===== config.mk =====
export PLATFORM = sky130hd
export DESIGN_NAME = mips_multicycle_ctrl
export DESIGN_NICKNAME = d
export VERILOG_FILES = /design/src/rtl/mips_multicycle_ctrl.sv
export SDC_FILE = /design/constraint.sdc
export NUM_CORES = 1
export LEC_CHECK = 0
export CAP_MARGIN = 30
export CORE_MARGIN = 2
export CORE_UTILIZATION = 33
export CTS_BUF_LIST = sky130_fd_sc_hd__clkbuf_16
export DETAILED_ROUTE_END_ITERATION = 6
export PLACE_DENSITY = 0.85
export SLEW_MARGIN = 40
export SYNTH_ARGS = -nofsm -noshare
export SYNTH_HDL_FRONTEND = slang
export SYNTH_SLANG_ARGS = --single-unit

===== constraint.sdc =====
create_clock -name clk -period 1.4 [get_ports clk]
set_input_delay 0.28 -clock clk [delete_from_list [all_inputs] [get_ports clk]]
set_output_delay 0.28 -clock clk [all_outputs]
set_load 0.1 [all_outputs]

===== src/rtl/mips_multicycle_ctrl.sv =====
// Multi-cycle MIPS sequencing controller: one FSM walks each instruction
// through fetch/decode/execute/memory/writeback over a shared-memory datapath.
package mips_mc_pkg;

  typedef enum logic [3:0] {
    S_FETCH  = 4'd0,
    S_DECODE = 4'd1,
    S_MEMADR = 4'd2,
    S_MEMRD  = 4'd3,
    S_MEMWB  = 4'd4,
    S_MEMWR  = 4'd5,
    S_EXEC   = 4'd6,
    S_ALUWB  = 4'd7,
    S_BRANCH = 4'd8,
    S_ADDIEX = 4'd9,
    S_ADDIWB = 4'd10,
    S_JUMP   = 4'd11
  } state_e;

  localparam logic [5:0] OP_RTYPE = 6'b000000;
  localparam logic [5:0] OP_LW    = 6'b100011;
  localparam logic [5:0] OP_SW    = 6'b101011;
  localparam logic [5:0] OP_BEQ   = 6'b000100;
  localparam logic [5:0] OP_ADDI  = 6'b001000;
  localparam logic [5:0] OP_J     = 6'b000010;

  localparam logic [5:0] FN_ADD = 6'b100000;
  localparam logic [5:0] FN_SUB = 6'b100010;
  localparam logic [5:0] FN_AND = 6'b100100;
  localparam logic [5:0] FN_OR  = 6'b100101;
  localparam logic [5:0] FN_SLT = 6'b101010;

  localparam logic [2:0] ALU_ADD = 3'b010;
  localparam logic [2:0] ALU_SUB = 3'b110;
  localparam logic [2:0] ALU_AND = 3'b000;
  localparam logic [2:0] ALU_OR  = 3'b001;
  localparam logic [2:0] ALU_SLT = 3'b111;

  localparam logic [1:0] SRCB_RT  = 2'b00;
  localparam logic [1:0] SRCB_4   = 2'b01;
  localparam logic [1:0] SRCB_IMM = 2'b10;
  localparam logic [1:0] SRCB_SHI = 2'b11;

  localparam logic [1:0] PC_ALU  = 2'b00;
  localparam logic [1:0] PC_BR   = 2'b01;
  localparam logic [1:0] PC_JUMP = 2'b10;

endpackage

module mips_multicycle_ctrl
  import mips_mc_pkg::*;
#(
  parameter int opcode_width   = 6,
  parameter int function_width = 6,
  parameter int alu_con_width  = 3
) (
  input  logic                      clk,
  input  logic                      rst_n,
  input  logic [opcode_width-1:0]   opcode,
  input  logic [function_width-1:0] funct,
  input  logic                      zero_flag,
  input  logic                      mem_ready,
  output logic                      mem_req,
  output logic                      iord,
  output logic                      mem_wr,
  output logic                      ir_wr,
  output logic                      pc_en,
  output logic [1:0]                pc_src,
  output logic                      alu_src_a,
  output logic [1:0]                alu_src_b,
  output logic [alu_con_width-1:0]  alu_con,
  output logic                      reg_wr,
  output logic                      reg_dst,
  output logic                      mem_to_reg,
  output logic                      instr_done,
  output logic                      illegal_op,
  output logic [3:0]                state
);

  state_e state_q;
  state_e state_d;
  logic   [2:0] fn_alu;

  always_ff @(posedge clk or negedge rst_n) begin
    if (!rst_n) begin
      state_q <= S_FETCH;
    end else begin
      state_q <= state_d;
    end
  end

  assign state = state_q;

  always_comb begin
    fn_alu = ALU_ADD;
    unique case (1'b1)
      (funct == FN_ADD): fn_alu = ALU_ADD;
      (funct == FN_SUB): fn_alu = ALU_SUB;
      (funct == FN_AND): fn_alu = ALU_AND;
      (funct == FN_OR):  fn_alu = ALU_OR;
      (funct == FN_SLT): fn_alu = ALU_SLT;
      default:           fn_alu = ALU_ADD;
    endcase
  end

  always_comb begin
    state_d    = state_q;
    mem_req    = 1'b0;
    iord       = 1'b0;
    mem_wr     = 1'b0;
    ir_wr      = 1'b0;
    pc_en      = 1'b0;
    pc_src     = PC_ALU;
    alu_src_a  = 1'b0;
    alu_src_b  = SRCB_RT;
    alu_con    = ALU_ADD;
    reg_wr     = 1'b0;
    reg_dst    = 1'b0;
    mem_to_reg = 1'b0;
    instr_done = 1'b0;
    illegal_op = 1'b0;

    case (state_q)
      S_FETCH: begin
        mem_req   = 1'b1;
        alu_src_b = SRCB_4;
        ir_wr     = mem_ready;
        pc_en     = mem_ready;
        state_d   = mem_ready ? S_DECODE : S_FETCH;
      end
      S_DECODE: begin
        // ALU computes the branch target ahead of knowing it is a branch
        alu_src_b = SRCB_SHI;
        unique case (1'b1)
          (opcode == OP_RTYPE): state_d = S_EXEC;
          (opcode == OP_LW),
          (opcode == OP_SW):    state_d = S_MEMADR;
          (opcode == OP_BEQ):   state_d = S_BRANCH;
          (opcode == OP_ADDI):  state_d = S_ADDIEX;
          (opcode == OP_J):     state_d = S_JUMP;
          default: begin
            state_d    = S_FETCH;
            illegal_op = 1'b1;
            instr_done = 1'b1;
          end
        endcase
      end
      S_MEMADR: begin
        alu_src_a = 1'b1;
        alu_src_b = SRCB_IMM;
        state_d   = (opcode == OP_LW) ? S_MEMRD : S_MEMWR;
      end
      S_MEMRD: begin
        mem_req = 1'b1;
        iord    = 1'b1;
        state_d = mem_ready ? S_MEMWB : S_MEMRD;
      end
      S_MEMWB: begin
        reg_wr     = 1'b1;
        mem_to_reg = 1'b1;
        instr_done = 1'b1;
        state_d    = S_FETCH;
      end
      S_MEMWR: begin
        mem_req    = 1'b1;
        iord       = 1'b1;
        mem_wr     = 1'b1;
        instr_done = mem_ready;
        state_d    = mem_ready ? S_FETCH : S_MEMWR;
      end
      S_EXEC: begin
        alu_src_a = 1'b1;
        alu_con   = fn_alu;
        state_d   = S_ALUWB;
      end
      S_ALUWB: begin
        reg_wr     = 1'b1;
        reg_dst    = 1'b1;
        instr_done = 1'b1;
        state_d    = S_FETCH;
      end
      S_BRANCH: begin
        alu_src_a  = 1'b1;
        alu_con    = ALU_SUB;
        pc_src     = PC_BR;
        pc_en      = zero_flag;
        instr_done = 1'b1;
        state_d    = S_FETCH;
      end
      S_ADDIEX: begin
        alu_src_a = 1'b1;
        alu_src_b = SRCB_IMM;
        state_d   = S_ADDIWB;
      end
      S_ADDIWB: begin
        reg_wr     = 1'b1;
        instr_done = 1'b1;
        state_d    = S_FETCH;
      end
      S_JUMP: begin
        pc_src     = PC_JUMP;
        pc_en      = 1'b1;
        instr_done = 1'b1;
        state_d    = S_FETCH;
      end
      default: state_d = S_FETCH;
    endcase

    // No side effects may leak while reset is held
    if (!rst_n) begin
      mem_req    = 1'b0;
      mem_wr     = 1'b0;
      ir_wr      = 1'b0;
      pc_en      = 1'b0;
      reg_wr     = 1'b0;
      instr_done = 1'b0;
      illegal_op = 1'b0;
    end
  end

endmodule


==> impl_metrics.py, run 1 <==
metrics = {
    "die": {
        "fp-row-count": 15,
        "ios": 38,
        "die_h_um": 47.8,
        "initial_utilization_pct": 35.9,
        "die_w_um": 47.8,
    },
    "synthesis": {
        "synth_async_sr_flop_share_pct": 100,
        "synth_nets": 110,
        "synthFlopType": "dfrtp_1",
        "syn_avg_cell_area_um2": 6.74,
        "yosysSeqAreaShare_pct": 15.8,
        "netlist_area_um2": 633,
        "synth_top_area_share_pct": 15.8,
        "synth-edff-count": 0,
        "ys_warn_count": 0,
        "synth_area_leaders": "dfrtp_1, nor2_1, buf_6",
        "ys_types": 38,
        "synth-seq-cells": 4,
        "yosys.area.top_type": "dfrtp_1",
        "synthCells": 94,
    },
    "outcome": {
        "error": "[ERROR DPL-0038] Utilization greater than 100%, impossible to legalize",
        "outcome": "did not finish",
        "failed_stage": "detailed placement (3_5_place_dp)",
    },
    "place": {
        "portBuffers": 37,
        "gp_congestion": 0.924,
    },
}
-- synthesized netlist by cell type, types with 3 or more instances --
master     n
nor2_1    13
nand2_1    8
a21oi_1    6
nor3_1     6
and3_1     5
inv_1      5
dfrtp_1    4
buf_2      3
buf_6      3
nand2b_1   3
nor2b_1    3
o21ai_0    3
-- kinds of logic after synthesis --
| family | synth area share, % |
|---|---|
| DFF | 15.8 |
| xor gates and xnor gates | 2.77 |
| buffers and inverters | 12.4 |
| and+or+nand+nor | 44.1 |
| AOI/OAI and AO/OA | 24.9 |
-- per-stage QoR --
| step | std cells | setup TNS [ns] | instance area [um2] | setup WS (ns) | hold slack, ns |
|---|---|---|---|---|---|
| after floorplan | 94 | -13.07 | 893 | -1.34 | -0.0156 |
| after global placement | 193 | -6.08 | 1790 | -0.605 | 0.666 |
==> inputs of run 2 (changes only) <==
- CORE_AREA: not set -> 2 2 63 65
- CORE_MARGIN: 2 -> not set
- CORE_UTILIZATION: 33 -> not set
- CTS_BUF_LIST: sky130_fd_sc_hd__clkbuf_16 -> not set
- DIE_AREA: not set -> 0 0 65 67
- PLACE_DENSITY: 0.85 -> not set
- PLACE_DENSITY_LB_ADDON: not set -> 0.15
- clock period: 1.4 -> 1.8 ns (I/O delays scaled with it)
==> impl_metrics.py, run 2 <==
metrics = {
    "routing": {
        "dr.pass1.iters": 4,
        "vias": 1050,
        "wl_per_cell_um": 12.6,
        "postRouteAntennaNets": 0,
        "drt-initial-drc-count": 7,
        "viasPerCell": 4.53,
        "drc": 0,
        "drt_wl_total_um": 2920,
    },
    "worst_setup_path": {
        "critPathKind": "flop to output pin",
        "r2r_cells": 7,
        "critPathArrivalTime_ns": 1.74,
        "worstPathMaxFanout": 5,
        "cp-start-kind": "flop",
        "setup.worst_path.start": "state[1]$_DFF_PN0_",
        "r2r-end": "state[0]$_DFF_PN0_",
        "required_ns": 1.44,
        "worst-r2r-setup-slack_ns": 0.12,
        "cp-end-kind": "output pin",
        "crit-reg2reg-launch": "state[1]$_DFF_PN0_",
    },
    "synthesis": {
        "yosysSeqAreaShare_pct": 15.8,
        "synth_async_sr_flop_share_pct": 100,
        "synth-seq-cells": 4,
        "syn_avg_cell_area_um2": 6.74,
        "synthFlopType": "dfrtp_1",
        "ys_types": 38,
        "synth.most_common_cell": "nor2_1",
        "netlist_area_um2": 633,
        "synth_nets": 110,
        "synth_area_leaders": "dfrtp_1, nor2_1, buf_6",
        "yosys-top-cells-count": "nor2_1, nand2_1, a21oi_1, nor3_1",
        "synth-edff-count": 0,
        "ys_warn_count": 0,
        "synthCells": 94,
        "yosys.area.top_type": "dfrtp_1",
        "synth_top_area_share_pct": 15.8,
    },
    "finish": {
        "final_nets": 202,
        "drive_gt1_share_pct": 72.3,
        "n_fill_cell": 298,
        "syn_to_final_growth_pct": 237,
        "largest_register_ffs": 4,
        "final_common_cell": "buf_4",
        "fin_util_pct": 59.2,
        "layout_common_cells": "buf_4, buf_12, buf_6, nor2_4, dlygate4sd2_1",
        "finalInstanceArea_mm2": 0.00214,
        "diodes": 0,
    },
    "clock_network": {
        "cts_buffer_depth": 2,
        "tritoncts": "yes",
        "clk_pin_slew_ns": 0.03,
        "hold_buffers": 0,
        "cts.sinks": 4,
        "clkLatencyLatePin_ns": 0.22,
        "cts-htree-levels": 1,
        "cts_root_buf": "clkbuf_8",
        "cts-buffers-inserted": 3,
    },
    "grt": {
        "grt_pass1_wl_um": 4480,
        "gr-total-overflow": 0,
        "grt_pass1_vias": 1023,
        "track_usage_pct": 13.2,
        "grt_antenna_before_repair": 0,
        "grt_max_degree": 11,
    },
    "die": {
        "initial_utilization_pct": 17.6,
        "core_area_mm2": 0.00361,
        "fp-row-count": 22,
        "ios": 38,
        "die_h_um": 67,
        "dieArea_mm2": 0.00436,
        "die_w_um": 65,
    },
    "min_path": {
        "hold_class": "primary input to asynchronous set/reset pin",
    },
    "place": {
        "detailed_place.area_mm2": 0.00172,
        "pre_cts_ws_ns": -0.444,
        "portBuffers": 37,
        "gp_congestion": 0.858,
        "dp_hpwl_um": 2150,
    },
    "timing": {
        "max_freq_ghz": 0.475,
        "rsz0062_at_grt": "yes",
        "finClkSkew_ns": 0.000940,
        "worst_pin_slew_ns": 0.341,
        "slew_headroom_pct": 77.3,
        "drv_slew": 0,
        "min_period_ns": 2.10,
        "period_share_pct": 117,
        "layout_setup_ws_ns": -0.304,
        "hold_viol": 0,
        "setup_viol": 15,
    },
    "run": {
        "drv_cap": 0,
    },
    "outcome": {
        "outcome": "finished, violations left",
        "violations": "negative setup slack",
    },
    "power": {
        "p_leak_nw": 0.918,
        "vdd_drop_max_mv": 0.944,
        "p_per_area_mw_per_mm2": 1410,
    },
}
[run 2: kinds of logic (layout without fill, tap and decap cells)]
family | after synthesis | in the layout | share of synthesized area, %
simple gates | 52 | 52 | 44.1
xor+xnor | 2 | 2 | 2.77
compound gates | 23 | 23 | 24.9
flops | 4 | 4 | 15.8
buf+inv | 13 | 103 | 12.4
[run 2: critical path, cell delays in order (launching register included)]
cell,delay [ns]
dfrtp_4,0.49
nor2b_4,0.14
buf_6,0.12
buf_6,0.11
nor3_4,0.17
a21oi_2,0.06
nor3b_4,0.23
buf_12,0.20
[run 2: report_power, final]
part           total (mW)  switching, mW  internal (mW)
Clock               0.191         0.0480          0.143
Sequential          0.175         0.0457          0.130
Combinational        2.65           1.46           1.19
[run 2: cell type report]
class                      count  area, um2  share of cell area [%]
clock buffer                   3       41.3                    1.93
inverter                       5       21.3                   0.996
multi-input combinational     77        785                    36.7
sequential                     4        115                    5.39
tap                           48       60.1                    2.81
timing repair buffer          95       1110                    52.1
[run 2: worst max-delay path by stage]
stage                            end  slack (ns)  cells after the start
after global placement    instr_done       -0.42                      6
final                        mem_req       -0.30                      7
after global routing         mem_req       -0.35                      7
after CTS                      pc_en       -0.30                      5
after detailed placement  instr_done       -0.44                      6
after floorplan                pc_en       -1.02                      6
[run 2: layer usage]
| metal | global-route usage, % | vias to the layer above | wire length [um] |
|---|---|---|---|
| li1 | - | 520 | - |
| met1 | 16.5 | 498 | 1240 |
| met2 | 22.8 | 28 | 1540 |
| met3 | 1.18 | 4 | 116 |
| met4 | 5.85 | 0 | 28 |
| met5 | 0 | - | 0 |
[run 2: timing repair]
item,in CTS,in global routing
gates resized for setup,26,37
setup buffers,10,14
gates cloned,0,0
pin swaps,12,14
setup endpoints to repair,15,15
[run 2: through the flow]
step	instances	TNS (ns)	hold WS (ns)	power (mW)
4_1_cts	221	-2.38	0.353	2.83
3_3_place_gp	209	-2.03	0.602	2.40
5_1_grt	232	-3.27	0.432	3.14
3_5_place_dp	209	-2.11	0.595	2.42
2_1_floorplan	94	-6.72	0.0644	1.65
6_report	232	-2.47	0.423	3.01
(Power assumes the default switching activity.)
